`src/rtl/fifo_arb_pkg.sv`:
```
// fifo_arb_pkg: shared FSM state type, default write latency and index-width helper for the FIFO write arbiter
package fifo_arb_pkg;
  typedef enum logic [1:0] {IDLE, WRITE, ACK} arb_state_e;
  localparam int DEF_WRITE_CYCLES = 2;
  // Index width that stays at least 1 bit even for a single-entry range
  function automatic int idx_w(input int n);
    return (n > 1) ? $clog2(n) : 1;
  endfunction
endpackage

```
`src/rtl/rr_priority_select.sv`:
```
// rr_priority_select: combinational round-robin pick of the first set request starting at prio
//   i_req      request vector
//   i_prio     index where the search starts (wraps past N-1 to 0)
//   o_valid    any request set
//   o_winner   index of the selected request
module rr_priority_select import fifo_arb_pkg::*; #(
  parameter int N  = 3,
  parameter int IW = idx_w(N)
) (
  input  logic [N-1:0]  i_req,
  input  logic [IW-1:0] i_prio,
  output logic          o_valid,
  output logic [IW-1:0] o_winner
);
  int w_j;
  // Scan offsets from farthest to nearest so the nearest set request overwrites the rest
  always_comb begin
    o_valid  = 1'b0;
    o_winner = '0;
    w_j      = 0;
    for (int i = N - 1; i >= 0; i--) begin
      w_j = int'(i_prio) + i;
      w_j = (w_j >= N) ? w_j - N : w_j;
      if (i_req[w_j]) begin
        o_valid  = 1'b1;
        o_winner = IW'(w_j);
      end
    end
  end
endmodule

```
`src/rtl/fifo_write_arbiter.sv`:
```
// fifo_write_arbiter: round-robin sharing of one FIFO write port among NUM_REQ producers
//   i_clock, i_reset_n   clock, synchronous active-low reset
//   i_enable             allow new grants (an in-flight word always completes)
//   i_req, i_req_data    per-producer level request and packed data words
//   i_fifo_full          FIFO full flag, checked only at grant time
//   o_ack                one-cycle pulse to the grantee when its word is committed
//   o_grant_id           current/last grantee index
//   o_busy               word in flight (WRITE or ACK)
//   o_fifo_write_en      write enable, held WRITE_CYCLES cycles per word
//   o_fifo_write_data    registered word for FIFO storage
module fifo_write_arbiter import fifo_arb_pkg::*; #(
  parameter int NUM_REQ      = 3,
  parameter int DATA_WIDTH   = 8,
  parameter int WRITE_CYCLES = DEF_WRITE_CYCLES
) (
  input  logic                          i_clock,
  input  logic                          i_reset_n,
  input  logic                          i_enable,
  input  logic [NUM_REQ-1:0]            i_req,
  input  logic [NUM_REQ*DATA_WIDTH-1:0] i_req_data,
  input  logic                          i_fifo_full,
  output logic [NUM_REQ-1:0]            o_ack,
  output logic [idx_w(NUM_REQ)-1:0]     o_grant_id,
  output logic                          o_busy,
  output logic                          o_fifo_write_en,
  output logic [DATA_WIDTH-1:0]         o_fifo_write_data
);
  localparam int IW = idx_w(NUM_REQ);
  localparam int CW = idx_w(WRITE_CYCLES);
  arb_state_e        r_state, w_next;
  logic [IW-1:0]     r_prio, r_grant_id, w_winner;
  logic [CW-1:0]     r_cnt;
  logic [DATA_WIDTH-1:0] r_data;
  logic              w_valid, w_start, w_last;
  rr_priority_select #(.N(NUM_REQ), .IW(IW)) u_sel (
    .i_req   (i_req),
    .i_prio  (r_prio),
    .o_valid (w_valid),
    .o_winner(w_winner)
  );
  assign w_start = i_enable && !i_fifo_full && w_valid;
  assign w_last  = (r_cnt == CW'(WRITE_CYCLES - 1));
  always_comb begin
    w_next = r_state;
    unique case (r_state)
      IDLE:    w_next = w_start ? WRITE : IDLE;
      WRITE:   w_next = w_last ? ACK : WRITE;
      default: w_next = IDLE;
    endcase
  end
  always_ff @(posedge i_clock) begin
    if (!i_reset_n) begin
      r_state    <= IDLE;
      r_prio     <= '0;
      r_grant_id <= '0;
      r_data     <= '0;
      r_cnt      <= '0;
    end else begin
      r_state <= w_next;
      if (r_state == IDLE && w_start) begin
        r_grant_id <= w_winner;
        r_data     <= i_req_data[w_winner*DATA_WIDTH +: DATA_WIDTH];
        r_cnt      <= '0;
      end else if (r_state == WRITE) begin
        r_cnt <= r_cnt + CW'(1);
      end
      if (r_state == ACK)
        r_prio <= (r_grant_id == IW'(NUM_REQ - 1)) ? '0 : r_grant_id + IW'(1);
    end
  end
  assign o_busy            = (r_state != IDLE);
  assign o_fifo_write_en   = (r_state == WRITE);
  assign o_ack             = (r_state == ACK) ? (NUM_REQ'(1) << r_grant_id) : '0;
  assign o_grant_id        = r_grant_id;
  assign o_fifo_write_data = r_data;
endmodule

```
`config.mk`:
```
export PLATFORM = sky130hd
export DESIGN_NAME = fifo_write_arbiter
export DESIGN_NICKNAME = d
export VERILOG_FILES = /design/src/rtl/fifo_arb_pkg.sv /design/src/rtl/rr_priority_select.sv /design/src/rtl/fifo_write_arbiter.sv
export SDC_FILE = /design/constraint.sdc
export NUM_CORES = 1
export LEC_CHECK = 0
export BUFFER_PORTS_ARGS = -buffer_cell sky130_fd_sc_hd__clkbuf_2
export CORE_MARGIN = 2
export CORE_UTILIZATION = 49
export CTS_BUF_LIST = sky130_fd_sc_hd__clkbuf_8 sky130_fd_sc_hd__clkbuf_16
export CTS_CLUSTER_DIAMETER = 120
export DETAILED_ROUTE_END_ITERATION = 16
export GPL_ROUTABILITY_DRIVEN = 0
export PLACE_DENSITY = 0.89
export SETUP_SLACK_MARGIN = 0.5
export SKIP_LAST_GASP = 1
export SYNTH_ARGS = -nofsm -noshare
export SYNTH_HDL_FRONTEND = slang
export SYNTH_HIERARCHICAL = 1
export SYNTH_SLANG_ARGS = --single-unit
```
`constraint.sdc`:
```
create_clock -name i_clock -period 5.1 [get_ports i_clock]
set_clock_uncertainty 0.2 [all_clocks]
set_input_delay 1.275 -clock i_clock [delete_from_list [all_inputs] [get_ports i_clock]]
set_output_delay 1.275 -clock i_clock [all_outputs]
set_load 0.005 [all_outputs]
```
Word level (Yosys, flattened, before mapping)
Cells that the tools add are included.
W data, S select, Z words.
{"block": "op_classes", "n_addsub": 7, "order_cmp": 6, "eq_ne": 3, "n_shift": 2, "muxes": 23, "n_bitwise": 1, "reduce_logical": 7}
{"operator": "$lt A32 B4 Y1 const B", "n": 3}
{"operator": "$mux W32", "n": 3}
{"operator": "$ge A32 B3 Y1 const B", "n": 2}
{"operator": "$sub A32 B3 Y32 const B", "n": 2}
{"operator": "$shiftx A24 B6 Y8", "n": 1}
{"operator": "$mux W1", "n": 10}
{"operator": "$mux W2", "n": 5}
{"operator": "$bmux W1 S2", "n": 3}
{"operator": "$eq A2 B2 Y1 const B", "n": 2}
{"operator": "$pmux W2 S2", "n": 1}
{"operator": "$add A2 B1 Y3 const B", "n": 1}
{"operator": "$add A2 B2 Y3 const B", "n": 1}
{"operator": "$logic_and A1 B1 Y1", "n": 3}
{"operator": "$mux W3", "n": 1}
{"operator": "$shl A1 B2 Y3 const A", "n": 1}
{"operator": "$sub A2 B2 Y3 const B", "n": 1}
{"operator": "$add A2 B1 Y2 const B", "n": 1}
{"operator": "$eq A2 B1 Y1 const B", "n": 1}
{"operator": "$ge A2 B2 Y1 const B", "n": 1}
{"operator": "$logic_not A2 Y1", "n": 1}
{"operator": "$reduce_bool A2 Y1", "n": 1}
{"operator": "$reduce_or A2 Y1", "n": 1}
{"operator": "$add A1 B1 Y1 const B", "n": 1}
{"operator": "$logic_not A1 Y1", "n": 1}
{"operator": "$not A1 Y1", "n": 1}
{"block": "word_totals", "ff_bits": 15, "out_inout_bits": 15, "word_cells": 54}

Longest topological paths before layout
Gate-level depths: netlist (run 1).
{"block": "logic_depth", "word_depth": 12, "mapped_depth": 10, "depth_no_buf": 8}

By module
Netlist (run 1), hierarchy kept.
{"module": "fifo_write_arbiter", "n_inst": 1, "cells_each": 78, "area_per_inst_um2": 804.5, "seq_area_each_um2": 300.3}
{"module": "rr_priority_select", "n_inst": 1, "cells_each": 27, "area_per_inst_um2": 191.4, "seq_area_each_um2": 0.0}

Worst setup path before layout (run 1)
Ideal clock, no wire load.
{"block": "synth_timing", "path_kind": "input-to-reg", "start": "input port i_req[1]", "end": "register r_data[0] (netlist: o_fifo_write_data[0])", "arrival_ns": 2.572, "t_required_ns": 4.781, "slack_ns": 2.209, "stages": 7, "cell_sequence": "mux2i_1 o221ai_1 o311ai_0 buf_2 mux2i_1 o211ai_1 o221a_2"}
{"item": "start, declared", "line_no": "fifo_write_arbiter.sv:19", "source": "input logic [NUM_REQ-1:0] i_req,"}
{"item": "$bmux W1 S2", "line_no": "rr_priority_select.sv:24", "source": "if (i_req[w_j]) begin"}
{"item": "$mux W1 (implied by the code) (2 in a row)", "line_no": "rr_priority_select.sv:24"}
{"item": "$mux W2 (2 in a row)", "line_no": "rr_priority_select.sv:24"}
{"item": "$mux W2 (*)", "line_no": "rr_priority_select.sv:24"}
{"item": "via w_winner[0]", "line_no": "fifo_write_arbiter.sv:31", "source": "logic [IW-1:0] r_prio, r_grant_id, w_winner;"}
{"item": "$shiftx A24 B6 Y8 (*)", "line_no": "fifo_write_arbiter.sv:62", "source": "r_data <= i_req_data[w_winner*DATA_WIDTH +: DATA_WIDTH];"}
{"item": "end signal, assigned", "line_no": "fifo_write_arbiter.sv:62"}
{"item": "end, declared", "line_no": "fifo_write_arbiter.sv:33", "source": "logic [DATA_WIDTH-1:0] r_data;"}
Mark *: on every way through the listed nets, which the timed path passes. The rest lies on a longest branch. The select of a mux whose other input is x is not followed.
A chain may end at the register's enable or synchronous reset.

Worst setup path after layout (run 1)
{"block": "layout_timing", "start": "input port i_req[1]", "end": "register r_data[2] (netlist: o_fifo_write_data[2])"}
Same word-level chain as after synthesis.

==> impl_metrics.ini, run 1 <==
[worst_setup_path]
cp.required_ps = 5040
r2r_cells = 8
rr_startpoint = r_prio[1]
endpoint_kind = flop
cp_cell_sequence = clkbuf_2 -> mux2i_1 -> o221ai_1 -> o311ai_2 -> nor2b_1 -> and2_1 -> o221a_2
rr_endpoint = o_fifo_write_data[2]
worstSetupPathType = primary input to flop
r2r_slack_ps = 1910
crit_buf_inv = 1
slowest_delay_ps = 910
worst-path-stages = 7
cp_top_family = compound AO/OA/AOI/OAI gates
cp_max_fo = 10
arrival_ps = 3430
slowest_stage = o311ai_2
start_kind = primary input

[timing]
setup_violations = 0
finalHoldViolCount = 0
finalCritPeriodShare = 0.684
finalMaxSlewViolations = 0
fin_crit_ps = 3490
worstMarginPinSlew_ps = 1080
finalSetupTns_ps = 0
timing.slew.headroom = 0.280
fmax_ghz = 0.287
rsz0062_at_grt = no

[logic_synthesis]
ys_seq_area_frac = 0.302
synth.area.mux_share = 0.0905
avgSynthCellArea_um2 = 9.49
synth_top_family_by_area = compound AO/OA/AOI/OAI gates
synth_top_area_cell = dfxtp_1
netlist_area_um2 = 996
yosys_warnings = 6
synth_cell_type_count = 35
synth_area_leaders = dfxtp_1, mux2i_1, o221a_2
synth-simple-area-share = 0.219
netlist.area_leader.share = 0.302
synth_compound_area_frac = 0.275
syn_inst = 105
syn_nets = 139
synth_seq_cells = 15
synth-xor-area-share = 0.00879
synthAdderAreaFrac = 0.0377

[floorplanning]
dieHeight_um = 49.1
core_um2 = 1940
dieArea_um2 = 2410
ioPinCount = 46
initial_core_util = 0.513
fp-row-count = 16
fp.dieW_um = 49.1

[clocking]
htreeDepth = 1
cts_tree = built
cts-resized-gates = 0
clk_latency_ps = 250
cts_buffers = 3
clkSinkCount = 15
clock_path_buffers = 2
cts-root-buf = clkbuf_8
cts.clk_slew.worst_paths_ps = 60
hold_buffers = 0
cts_setup_buffers = 0

[final_layout]
syn_to_final_growth_pct = 26.9
fill_cells = 175
multi_input_area_um2 = 636
regArea_um2 = 300
fin_util = 0.651
antenna_cells = 0
nets = 183
drive_gt1_frac = 0.439

[worst_hold_path]
holdPathStages = 1
hp-start = r_cnt
min_path_type = flop to flop
min_to = r_state[1]

[route]
vias = 984
wire_per_inst_um = 13.8
drt_iter0_markers = 27
ant_nets = 0
viasPerCell = 5.62
drc = 0
drtPass1Iterations = 4
routed_wl_um = 2410

[global_routing]
gr-usage-all-layers = 0.211
grt-ovfl-total = 0
grt_pass1_vias = 878
grt_pass1_wl_um = 3880
grt_start_max_net_pins = 14
antenna_found_initial = 0

[pwr]
leakage_nw = 0.560
ir_worst_vdd_mv = 0.151
p_total_mw = 0.283
powerDensity_nw_per_um2 = 224

[placed_design]
dpl.hpwl_um = 1870
io_buffer_count = 45

[job]
drv_cap = 0

[run_status]
status = completed
report_power, final:
group          leakage (nW)  total, mW  internal, mW  switching [mW]
Sequential            0.123      0.129         0.124         0.00501
Combinational         0.412     0.0577        0.0311          0.0266
Clock                0.0255     0.0960        0.0541          0.0419
state kept, by name, indices dropped and copies added, names as in the netlist:
register,cells
o_fifo_write_data,8
o_grant_id,2
r_cnt,1
r_prio,2
r_state,2
per-layer routing:
layer / share of wire / vias up / wire length (um) / track usage
met1: 0.41 / 450 / 984 / 0.251
met5: 0 / - / 0 / 0
met4: 0.039 / 0 / 95 / 0.124
li1: - / 485 / - / -
met2: 0.49 / 39 / 1190 / 0.349
met3: 0.059 / 10 / 143 / 0.0399
worst max path at each step:
stage	startpoint	endpoint	slack (ps)
6_report	i_req[1]	o_fifo_write_data[2]	1610
2_1_floorplan	i_req[1]	o_fifo_write_data[0]	2210
4_1_cts	i_req[1]	o_fifo_write_data[2]	1630
5_1_grt	i_req[1]	o_fifo_write_data[2]	1430
3_5_place_dp	i_req[1]	o_fifo_write_data[2]	1380
3_3_place_gp	i_req[1]	o_fifo_write_data[2]	1550
layout make-up:
type,instances,area share
multi-input combinational,79,0.503
inverter,4,0.0119
timing repair buffer,46,0.184
tap,27,0.0267
sequential,15,0.238
clock inverter,1,0.00396
clock buffer,3,0.0327
cell usage after synthesis:
| cell type | n |
|---|---|
| and4bb_2 | 1 |
| dfxtp_1 | 15 |
| nor4b_1 | 1 |
| or2b_1 | 1 |
| o32a_1 | 2 |
| ha_1 | 3 |
| o21ai_0 | 2 |
| and2b_2 | 1 |
| nand2_1 | 3 |
| and2_0 | 1 |
| buf_2 | 3 |
| o311ai_0 | 1 |
| a21bo_2 | 2 |
| nor2_1 | 3 |
| clkbuf_1 | 1 |
| nor4b_4 | 1 |
| nor2b_1 | 5 |
| a21boi_0 | 1 |
| and2_1 | 8 |
| o22a_1 | 1 |
| o211ai_1 | 9 |
| and3_1 | 1 |
| nand3_1 | 3 |
| o21a_1 | 1 |
| xnor2_1 | 1 |
| a21oi_1 | 5 |
| o221a_2 | 8 |
| inv_1 | 4 |
| or2_2 | 1 |
| nor3_1 | 1 |
| nand4_1 | 1 |
| buf_6 | 3 |
| mux2i_1 | 9 |
| o221ai_1 | 1 |
| nor3b_1 | 1 |
worst register-to-register path, cell delays in order, from the launching register on:
cell,delay [ps]
dfxtp_1,340
inv_1,70
ha_1,360
mux2i_1,240
o221ai_1,170
o311ai_2,910
nor2b_1,290
and2_1,260
o221a_2,240
metrics by stage:
step	hold WS [ps]	area [um^2]	instances	setup WS [ps]
global placement	297	1220	171	1550
detailed placement	311	1220	171	1380
CTS	322	1260	175	1630
floorplan	286	996	105	2210
global route	338	1260	175	1430
finish	317	1260	175	1610
logic make-up after synthesis:
kind of cell,after synthesis
AOI/OAI and AO/OA,33
xor gates and xnor gates,1
adders and majority gates,3
buffers and inverters,11
DFF,15
muxes,9
and+or+nand+nor,33
cells in the final DEF (no fill, tap or decap), types with 2 or more instances in the layout:
cell type | netlist | layout
mux2i_1 | 9 | 9
nor2b_1 | 5 | 5
clkbuf_8 | 0 | 3
a21bo_2 | 2 | 2
inv_1 | 4 | 4
dfxtp_1 | 15 | 15
o221a_2 | 8 | 8
nand3_1 | 3 | 3
and2_1 | 8 | 8
clkbuf_2 | 0 | 45
a21oi_1 | 5 | 5
nor2_1 | 3 | 3
o32a_1 | 2 | 2
o211ai_1 | 9 | 9
nand2_1 | 3 | 3
o21ai_0 | 2 | 2
ha_1 | 3 | 3
(Power assumes the default switching activity.)
==> run 2: changes to the inputs <==
CORE_UTILIZATION = 41   (was 49)
PLACE_DENSITY = 0.8   (was 0.89)
clock period = 2.9 ns   (was 5.1 ns; I/O delays follow)
==> impl_metrics.ini, run 2 (synthesized netlist as in run 1, its figures left out) <==
[clocking]
cts_buffers = 3
clk_latency_ps = 240
cts.clk_slew.worst_paths_ps = 60
clkSinkCount = 15
hold_buffers = 0
htreeDepth = 1
cts_tree = built
cts-root-buf = clkbuf_8
clock_path_buffers = 2

[pwr]
power_frac_clock = 0.326
powerDensity_nw_per_um2 = 372
internal-power_mw = 0.372
p_sw_frac = 0.254
p_comb_frac = 0.216
ir_worst_vdd_mv = 0.329
p_sw_mw = 0.127
leakage_nw = 0.591
share_seq_of_total_power = 0.457

[route]
ant_nets = 0
wire_per_inst_um = 14.1
drtPass1Iterations = 6
viasPerCell = 5.49
drt_iter0_markers = 27
vias = 994
routed_wl_um = 2550
drc = 0

[worst_setup_path]
cp.required_ps = 2840
arrival_ps = 2270
startpoint = r_prio[1]
rr_startpoint = r_prio[1]
start_kind = flop
endpoint_kind = flop
cp_max_fo = 5
worstSetupPathType = flop to flop

[job]
drv_cap = 0

[global_routing]
grt-ovfl-total = 0
grt_pass1_vias = 924
antenna_found_initial = 0
grt_pass1_wl_um = 4050
gr-usage-all-layers = 0.195
grt_start_max_net_pins = 14

[final_layout]
instances_no_fill = 181
antenna_cells = 0
syn_to_final_growth_pct = 34.7
layout_common_cells = clkbuf_2, dfxtp_1, mux2i_1, o211ai_1
drive_gt1_frac = 0.490
stdcell_area_um2 = 1340
nets = 188
final_common_cell = clkbuf_2
largest_reg_flops = 8

[run_status]
status = completed

[worst_hold_path]
min_path_type = flop to flop
hp-start = r_cnt

[floorplanning]
core_um2 = 2250
dieHeight_um = 53.3
fp-row-count = 17
ioPinCount = 46
initial_core_util = 0.442
fp.dieW_um = 53.3
dieArea_um2 = 2840

[placed_design]
dp_worst_setup_slack_ps = 337
dp_cells = 175
io_buffer_count = 45
dpl.hpwl_um = 1900
dpl_cell_area_um2 = 1240

[timing]
fin_crit_ps = 2330
fmax_ghz = 0.429
finalHoldViolCount = 0
finalCritPeriodShare = 0.805
setup_slack_ps = 567
timing.slew.headroom = 0.738
finalSetupTns_ps = 0
rsz0062_at_grt = no
setup_violations = 0
finalMaxSlewViolations = 0
worstMarginPinSlew_ps = 388
-- run 2: changes by cell type in the layout (fill, tap and decap cells not counted), sizes merged --
cell	previous run	this run
inv	4	5
buf	1	6
clkinv	1	0
-- run 2: area by class of cell --
cell class                      instances  area (um^2)
Fill cell                             215          913
Multi-Input combinational cell         79          669
Clock inverter                          1         3.75
Clock buffer                            3         41.3
Tap cell                               28         35.0
Timing Repair Buffer                   51          274
Sequential cell                        15          303
Inverter                                4         15.0
-- run 2: worst paths after layout --
| kind | to | depth (start not counted) | slack (ps) |
|---|---|---|---|
| worst max-delay path | o_fifo_write_data[1] | 9 | 570 |
| worst min-delay path | r_state[1] | 1 | 330 |
| worst max register to register | o_fifo_write_data[1] | 9 | 570 |
| worst min register to register | r_state[1] | 1 | 330 |
-- run 2: stage by stage --
| stage | util | total power [mW] | hold WS, ps |
|---|---|---|---|
| after detailed placement | 0.550 | 0.337 | 314 |
| after CTS | 0.592 | 0.504 | 333 |
| after global routing | 0.595 | 0.524 | 345 |
| after floorplan | - | 0.292 | 286 |
| final | 0.595 | 0.499 | 331 |
| after global placement | 0.550 | 0.332 | 293 |
-- run 2: what timing repair did --
item | 4_1_cts | 5_1_grt
hold endpoints to repair | 0 | 0
gates resized for setup | 7 | 2
setup buffers | 1 | 0
pin swaps | 1 | 1
gates cloned | 1 | 0
setup endpoints to repair | 8 | 8
-- run 2: critical path, cell delays in order (launching register included) --
cell	delay, ps
dfxtp_2	350
inv_1	90
ha_4	140
mux2i_1	230
o221ai_2	140
o311ai_2	330
buf_6	190
mux2i_1	220
o211ai_1	100
o221a_2	230
-- run 2: per-layer routing --
| metal | global-route usage | vias up | wire length, um | share of wire |
|---|---|---|---|---|
| li1 | - | 494 | - | - |
| met1 | 0.243 | 469 | 1120 | 0.44 |
| met2 | 0.323 | 27 | 1290 | 0.50 |
| met3 | 0.0452 | 4 | 131 | 0.051 |
| met4 | 0.0684 | 0 | 20 | 0.0078 |
| met5 | 0 | - | 0 | 0 |
-- run 2: power by group through the flow --
stage               Combinational [mW]  Sequential, mW  Clock, mW
floorplan                       0.0602           0.231          0
global placement                 0.100           0.231          0
detailed placement               0.104           0.232          0
CTS                              0.108           0.228      0.168
global route                     0.118           0.230      0.176
finish                           0.108           0.228      0.163
